## config.mk

```make
export PLATFORM = sky130hd
export DESIGN_NAME = icache_controller
export DESIGN_NICKNAME = d
export VERILOG_FILES = /design/src/rtl/icache_controller.sv
export SDC_FILE = /design/constraint.sdc
export NUM_CORES = 1
export LEC_CHECK = 0
export ABC_CLOCK_PERIOD_IN_PS = 10700
export CORE_MARGIN = 2
export CORE_UTILIZATION = 54
export CTS_CLUSTER_DIAMETER = 150
export CTS_CLUSTER_SIZE = 10
export DETAILED_ROUTE_END_ITERATION = 8
export PLACE_DENSITY = 0.75
export SLEW_MARGIN = 30
export SYNTH_ARGS = -nofsm -noshare
export SYNTH_HDL_FRONTEND = slang
export SYNTH_SLANG_ARGS = --single-unit
```

## constraint.sdc

```tcl
create_clock -name CLK -period 10.7 [get_ports CLK]
set_clock_uncertainty 0.15 [all_clocks]
set_input_delay 2.14 -clock CLK [delete_from_list [all_inputs] [get_ports CLK]]
set_output_delay 2.14 -clock CLK [all_outputs]
set_load 0.05 [all_outputs]
```

## src/rtl/icache_controller.sv

```systemverilog
// Direct-mapped instruction cache controller.
// Zero-stall hits; misses fetch a 128-bit block from instruction memory
// through a READ/BUSYWAIT handshake, then refill the indexed line.
module icache_controller #(
    parameter int NUM_LINES = 8,
    parameter int ADDR_BITS = 10
) (
    input  logic                 CLK,
    input  logic                 RESET,
    input  logic                 READ,
    input  logic [31:0]          PC,
    output logic [31:0]          INSTRUCTION,
    output logic                 BUSYWAIT,
    output logic                 MEM_READ,
    output logic [ADDR_BITS-5:0] MEM_ADDRESS,
    input  logic [127:0]         MEM_READINST,
    input  logic                 MEM_BUSYWAIT
);
    localparam int IDX_W = $clog2(NUM_LINES);
    localparam int TAG_W = ADDR_BITS - 4 - IDX_W;

    typedef enum logic [1:0] {S_IDLE, S_MEM_READ, S_UPDATE} state_t;

    state_t                 state_q, state_d;
    logic [NUM_LINES-1:0]   valid_q, valid_d;
    logic [IDX_W-1:0]       idx_q, idx_d;
    logic [TAG_W-1:0]       tag_q, tag_d;
    logic                   first_q, first_d;
    logic                   fill_en;
    logic [127:0]           fill_q;

    logic [TAG_W-1:0]       tag_mem  [NUM_LINES];
    logic [127:0]           data_mem [NUM_LINES];

    logic [1:0]             offset;
    logic [IDX_W-1:0]       index;
    logic [TAG_W-1:0]       tag;
    logic                   hit;
    logic                   unused_pc_bits;

    assign offset = PC[3:2];
    assign index  = PC[3+IDX_W:4];
    assign tag    = PC[ADDR_BITS-1:4+IDX_W];
    assign hit    = READ & valid_q[index] & (tag_mem[index] == tag);

    // Byte-offset and out-of-range PC bits are deliberately ignored.
    assign unused_pc_bits = ^{PC[31:ADDR_BITS], PC[1:0]};

    // Memory is addressed from the latched miss, so a wandering PC cannot
    // redirect an in-flight fill.
    assign MEM_ADDRESS = {tag_q, idx_q};

    // Next-state, handshake outputs and hit data path.
    always_comb begin
        state_d     = state_q;
        valid_d     = valid_q;
        idx_d       = idx_q;
        tag_d       = tag_q;
        first_d     = 1'b0;
        fill_en     = 1'b0;
        BUSYWAIT    = 1'b0;
        MEM_READ    = 1'b0;
        INSTRUCTION = 32'h0;
        case (state_q)
            S_IDLE: begin
                if (READ) begin
                    if (hit) begin
                        INSTRUCTION = data_mem[index][offset*32 +: 32];
                    end else begin
                        BUSYWAIT = 1'b1;
                        idx_d    = index;
                        tag_d    = tag;
                        first_d  = 1'b1;
                        state_d  = S_MEM_READ;
                    end
                end
            end
            S_MEM_READ: begin
                MEM_READ = 1'b1;
                BUSYWAIT = 1'b1;
                // Memory busy rises combinationally with the request, so the
                // first cycle's busy level is not trusted.
                if (!first_q && !MEM_BUSYWAIT) begin
                    fill_en = 1'b1;
                    state_d = S_UPDATE;
                end
            end
            S_UPDATE: begin
                BUSYWAIT        = 1'b1;
                valid_d[idx_q]  = 1'b1;
                state_d         = S_IDLE;
            end
            default: state_d = S_IDLE;
        endcase
    end

    // Control state; reset invalidates every line and aborts any miss.
    always_ff @(posedge CLK or negedge RESET) begin
        if (!RESET) begin
            state_q <= S_IDLE;
            valid_q <= '0;
            idx_q   <= '0;
            tag_q   <= '0;
            first_q <= 1'b0;
        end else begin
            state_q <= state_d;
            valid_q <= valid_d;
            idx_q   <= idx_d;
            tag_q   <= tag_d;
            first_q <= first_d;
        end
    end

    // Fill register and line storage; contents are qualified by valid_q.
    always_ff @(posedge CLK) begin
        if (fill_en) begin
            fill_q <= MEM_READINST;
        end
        if (state_q == S_UPDATE) begin
            data_mem[idx_q] <= fill_q;
            tag_mem[idx_q]  <= tag_q;
        end
    end

endmodule

```

==> results by group, run 1 <==
Outcome
  • Status: finished clean

Critical path
  • Critical path endpoint category: output port
  • Max FO, Critical Path: 69
  • Arr. time, crit path: 5.90 ns
  • Worst setup SP type: input pin
  • Kind of critical path: in -> out
  • Worst EP required: 8.41 ns

Clock tree
  • CTS Hold Buffers Added: 0
  • Post-CTS setup buffer count: 0
  • Clock sinks: 1193
  • CTS Buf Count: 137
  • Clock latency on the worst-skew pair: 0.71 ns
  • CTS max path bufs: 3
  • TritonCTS clock tree: built
  • H-Tree Depth: 4
  • Clock transition at path regs: 0.05 ns
  • CTS Root Cell: clkbuf_16
  • Post-CTS sizing: 0

Layout
  • Util after Layout: 0.6285
  • Nets: 2165
  • Filler Cells Inserted: 5261
  • Multi-input logic area: 8327 um^2
  • Design Area, Final: 51360 um^2
  • Register area: 35740 um^2
  • Share of cells above drive strength 1: 0.2658
  • Area Growth Syn to Fin: 15.60%
  • # diodes: 0

Power and ir drop
  • Pwr dens: 211.2 nW/um^2
  • Leak pwr: 16.06 nW
  • Maximum VDD drop: 153.5 uV

Routing
  • DR iter-0 viols: 1859
  • Antenna Nets Post-Route: 0
  • Drt via density: 6.173
  • DRC violations left: 0
  • Detailed-route via count: 19100
  • Pre-Repair DR Iteration Count: 5
  • Detailed Route WL: 89.94 mm
  • Routed len/inst: 29.07 um

Yosys
  • Area fraction of the dominant cell type after synthesis: 0.7948
  • Mapped cell area: 44430 um^2
  • Seq/Total Area, Yosys: 0.8044
  • Avg Cell Area, Syn: 25.64 um^2
  • Commonest cells post-synth: edfxtp_1 (1176), mux4_2 (324), mux2i_1 (40), nor2_1 (40), clkbuf_1 (29)
  • Number of synthesized register bits: 1193
  • Count leader, synth: edfxtp_1
  • Leading area contributor after synthesis: edfxtp_1
  • Post-synth cell types: 35
  • Largest cells by area after synthesis: edfxtp_1 (79%), mux4_2 (16%), dfrtp_1 (0.96%)
  • Async set or reset register ratio after synthesis: 0.01425
  • Synth Flop Type: edfxtp_1
  • Synthesis warning total: 0
  • Post-synth EDFFs: 1176
  • Cells after synthesis: 1733
  • Post-Syn Nets: 1901

Floorplan
  • Chip Height: 290.8 um
  • Core footprint: 81720 um^2
  • FP Rows: 105
  • IO Count: 204
  • Die Area: 84590 um^2
  • Initial core utilization: 0.5437
  • Die W: 290.8 um

STA
  • Max frequency: 0.1222 GHz
  • Finish-stage setup viols: 0
  • Max-slew headroom: 0.3071
  • RSZ-0062 raised after global routing: no
  • Period Utilization, post-route: 0.7651
  • Final hold viol count: 0
  • Min Clock Period, post-route: 8.187 ns
  • Final max-slew violation count: 0
  • Tightest Pin Transition: 1.039 ns
  • TNS Setup: 0 ns

Place
  • Routability cong.: 0.7360
  • HPWL Detailed: 43.87 mm
  • IO Port Bufs: 179
  • Placed Area: 47540 um^2

GRT
  • First-pass GRT wire length: 133.9 mm
  • Total GRT Usage: 0.2189
  • Initial antenna violation count: 2
  • Vias in the first global route: 20450
  • Largest net degree at the start of global routing: 133
  • Total grt overflow: 0

Flow run
  • MaxCap Viol Count: 0

Hold path
  • HP Class: reg -> reg
critical path, stage by stage:
cell             delay, ns
buf_8                 0.57
buf_12                0.38
mux2_2                0.40
o22ai_1               0.26
or4_1                 0.16
nand3_1               0.11
or3_1                 0.35
buf_4                 0.26
nor2_1                0.18
clkdlybuf4s50_1       0.96
routing by layer:
metal | vias up | GRT usage | share of wire
li1 | 7957 | - | -
met5 | - | 0 | 0.00016
met3 | 135 | 0.05101 | 0.075
met2 | 786 | 0.3590 | 0.51
met4 | 2 | 0.06508 | 0.022
met1 | 10220 | 0.2976 | 0.39
where the power goes:
group	internal (mW)	switching (mW)
Sequential	5.68	0.220
Clock	2.33	1.65
Combinational	0.373	0.598
final cells by class:
cell class              count  share of cell area
flip-flops and latches   1193              0.6958
well taps                1070             0.02607
clock buffers             156             0.06938
clock inverters            10            0.002144
multi-input cells         455              0.1621
inverters                   3           0.0002192
repair buffers            207             0.04424
registers in the layout (all words and copies together) (netlist names):
| register | flops |
|---|---|
| valid_q | 8 |
| tag_q | 3 |
| data_mem | 1024 |
| first_q | 1 |
| state_q | 2 |
| fill_q | 128 |
| tag_mem | 24 |
| idx_q | 3 |
cell families (layout without fill, tap and decap cells):
logic type / after synthesis / count (layout) / share of synthesized area
and+or+nand+nor: 66 / 66 / 0.006984
buffers and inverters: 85 / 376 / 0.009800
DFF: 1193 / 1193 / 0.8044
AOI/OAI and AO/OA: 9 / 9 / 0.001549
muxes: 374 / 374 / 0.1758
adders and majority gates: 4 / 4 / 0.001126
xor gates and xnor gates: 2 / 2 / 0.0003943
stage by stage:
stage | hold WS, ns | setup slack, ns | instances | power [mW]
detailed placement | 0.2995 | 2.516 | 2922 | 6.954
global route | 0.3346 | 2.318 | 3094 | 11.20
finish | 0.3134 | 2.513 | 3094 | 10.85
global placement | 0.2958 | 2.623 | 2922 | 6.903
floorplan | 0.2837 | 3.504 | 1733 | 6.554
CTS | 0.3128 | 2.501 | 3088 | 10.94
path summary, 6_finish.rpt:
kind                             from         endpoint  slack (ns)  cells past startpoint
min in group asynchronous       RESET         tag_q[2]        1.21                      1
max reg2reg                state_q[1]       fill_q[64]        7.20                      6
max                             PC[4]  INSTRUCTION[17]        2.51                     10
max in group asynchronous       RESET       valid_q[4]        8.86                      1
min reg2reg                valid_q[5]       valid_q[5]        0.31                      1
min                        valid_q[5]       valid_q[5]        0.31                      1
cell usage in the layout (no fill, tap or decap), types with 11 or more instances in the layout:
master,n
buf_12,14
buf_4,11
clkbuf_1,16
clkbuf_16,140
clkdlybuf4s50_1,173
dfrtp_1,17
edfxtp_1,1176
mux2i_1,40
mux4_2,324
nor2_1,34
(Power assumes the default switching activity.)
==> run 2, diff against run 1 <==
- ABC_CLOCK_PERIOD_IN_PS: 10700 -> 7500
- clock period: 10.7 -> 7.5 ns (I/O delays scaled with it)
==> run 2 against run 1 <==
Setup slack got worse by 1.8 ns. Wire length decreased by 0.70%. Highest routed layer unchanged. Hold slack improved by 0.0017 ns. Global-route usage decreased by 0.13 points. Count of clock-buffer cells in the layout down 5. Sequential cell count is the same. Combinational power is 39% higher. Critical path depth down 2. Non-clock buffer count grew 3. Die area did not move.
==> results by group, run 2 (synthesis gave the netlist of run 1 again) <==
STA
  • Finish-stage setup viols: 0 (unchanged)
  • Max-slew headroom: 0.3098 (+0.002720)
  • RSZ-0062 raised after global routing: no
  • Min Clock Period, post-route: 6.738 ns
  • Final max-slew violation count: 0 (unchanged)
  • WHS: 0.3150 ns (+0.001659 ns)
  • Final hold viol count: 0 (unchanged)
  • TNS Setup: 0 ns (unchanged)
  • Max frequency: 0.1484 GHz
  • Tightest Pin Transition: 1.035 ns (-0.004080 ns)
  • Period Utilization, post-route: 0.8984

GRT
  • First-pass GRT wire length: 133.3 mm (-0.46%)
  • Total GRT Usage: 0.2176 (-0.001250)
  • Total grt overflow: 0 (unchanged)
  • Initial antenna violation count: 2 (unchanged)
  • Vias in the first global route: 20550 (+0.49%)
  • Largest net degree at the start of global routing: 133 (unchanged)

Layout
  • Nets: 2168 (+0.14%)
  • Max reg flops: 1024 (unchanged)
  • # diodes: 0 (unchanged)
  • Commonest non-fill, non-tap cell in the layout: edfxtp_1
  • Biggest regs: data_mem: 1024 flops, fill_q: 128 flops, tag_mem: 24 flops
  • Commonest cells after routing, fill and taps aside: edfxtp_1 (1176), mux4_2 (324), clkdlybuf4s50_1 (174)
  • Final cell count without fillers: 3095 (+0.032%)
  • Design Area, Final: 51430 um^2 (+0.13%)
  • Util after Layout: 0.6294 (+0.0008270)
  • Area Growth Syn to Fin: 15.75%
  • Largest Register: data_mem
  • Share of cells above drive strength 1: 0.2686 (+0.002832)

Clock tree
  • Clock transition at path regs: 0.05 ns (about the same)
  • Clock sinks: 1193 (unchanged)
  • TritonCTS clock tree: built
  • CTS Buf Count: 137 (unchanged)
  • Clock latency on the worst-skew pair: 0.71 ns (about the same)
  • CTS Hold Buffers Added: 0 (unchanged)
  • CTS max path bufs: 3 (unchanged)
  • CTS Root Cell: clkbuf_16
  • Post-CTS sizing: 0 (unchanged)
  • H-Tree Depth: 4 (unchanged)
  • Post-CTS setup buffer count: 0 (unchanged)

Critical path
  • Arr. time, crit path: 5.09 ns (-0.81 ns)
  • Kind of critical path: in -> out
  • Max FO, Critical Path: 45 (-35%)
  • Critical path endpoint category: output port
  • Worst EP required: 5.85 ns (-2.56 ns)
  • Cell depth of the worst flop-to-flop path: 6 (unchanged)
  • Worst setup SP type: input pin

Floorplan
  • Chip Height: 290.8 um (unchanged)
  • IO Count: 204 (unchanged)
  • Die W: 290.8 um (unchanged)
  • FP Rows: 105 (unchanged)
  • Core footprint: 81720 um^2 (unchanged)
  • Initial core utilization: 0.5437 (unchanged)
  • Die Area: 84590 um^2 (unchanged)

Place
  • IO Port Bufs: 179 (unchanged)
  • Placed Area: 47560 um^2 (about the same)
  • Routability cong.: 0.7545 (+2.5%)
  • HPWL Detailed: 43.81 mm (-0.14%)
  • Cells after DPL: 2926 (+0.14%)

Routing
  • Routed wl met3: 6.541 mm (-3.1%)
  • Routed len/inst: 28.85 um (-0.73%)
  • Detailed Route WL: 89.31 mm (-0.70%)
  • DRC violations left: 0 (unchanged)
  • Detailed-route via count: 19170 (+0.38%)
  • Post-Route M1 WL: 35.25 mm (+0.24%)
  • DR iter-0 viols: 1995 (+7.3%)
  • Antenna Nets Post-Route: 0 (unchanged)
  • Routed wl met2: 44.98 mm (-2.2%)
  • Pre-Repair DR Iteration Count: 5 (unchanged)
  • Drt via density: 6.195 (+0.35%)
  • Top routing layer used: met5

Hold path
  • HP Class: reg -> reg
  • Hold Crit Depth: 1 (unchanged)

Power and ir drop
  • Leak pwr: 16.10 nW (+0.24%)
  • Pwr dens: 301.7 nW/um^2 (+43%)
  • Maximum VDD drop: 299.5 uV (+95%)

Flow run
  • MaxCap Viol Count: 0 (unchanged)

Outcome
  • Status: finished clean
[run 2: changes by cell type in the layout (fill, tap and decap cells not counted), sizes merged]
| cell | change |
|---|---|
| clkbuf | -5 |
| inv | +3 |
| buf | +2 |
| clkdlybuf4s50 | +1 |
[run 2: layer usage]
metal	up-vias	global-route usage
li1	7952	-
met1	10260	0.2974
met2	808	0.3525
met3	149	0.04459
met4	2	0.08126
met5	-	0
[run 2: worst paths after layout]
path                             from               to  slack (ns)
max                             PC[5]   INSTRUCTION[2]        0.76
min                        valid_q[2]       valid_q[2]        0.32
max reg2reg                state_q[0]  data_mem[1][64]        4.83
min reg2reg                valid_q[2]       valid_q[2]        0.32
max in group asynchronous       RESET       valid_q[4]        5.60
min in group asynchronous       RESET         idx_q[0]        1.10
[run 2: layout make-up]
class	instances	area (um^2)
sequential	1193	35740
fill	5198	30290
multi-input combinational	455	8328
clock buffer	151	3545
timing repair buffer	210	2275
tap	1070	1339
clock inverter	13	192.7
inverter	3	11.26
[run 2: critical path, cell delays in order]
cell	delay [ns]
buf_8	0.26
buf_4	0.52
buf_4	0.65
mux4_2	0.43
mux4_2	0.51
mux2i_1	0.31
nor2_1	0.07
clkdlybuf4s50_1	0.71
[run 2: power breakdown]
part           internal (mW)  leakage, nW  switching (mW)
sequential              8.11         10.8           0.318
combinational          0.528         3.45           0.825
clock                   3.34         1.83            2.40
total                   12.0         16.1            3.54
[run 2: per-stage QoR]
| step | setup slack (ns) | total power, mW |
|---|---|---|
| global placement | 0.7965 | 9.838 |
| CTS | 0.7652 | 15.67 |
| global route | 0.6486 | 16.02 |
| finish | 0.7619 | 15.52 |
| floorplan | 0.3038 | 9.351 |
| detailed placement | 0.7694 | 9.917 |
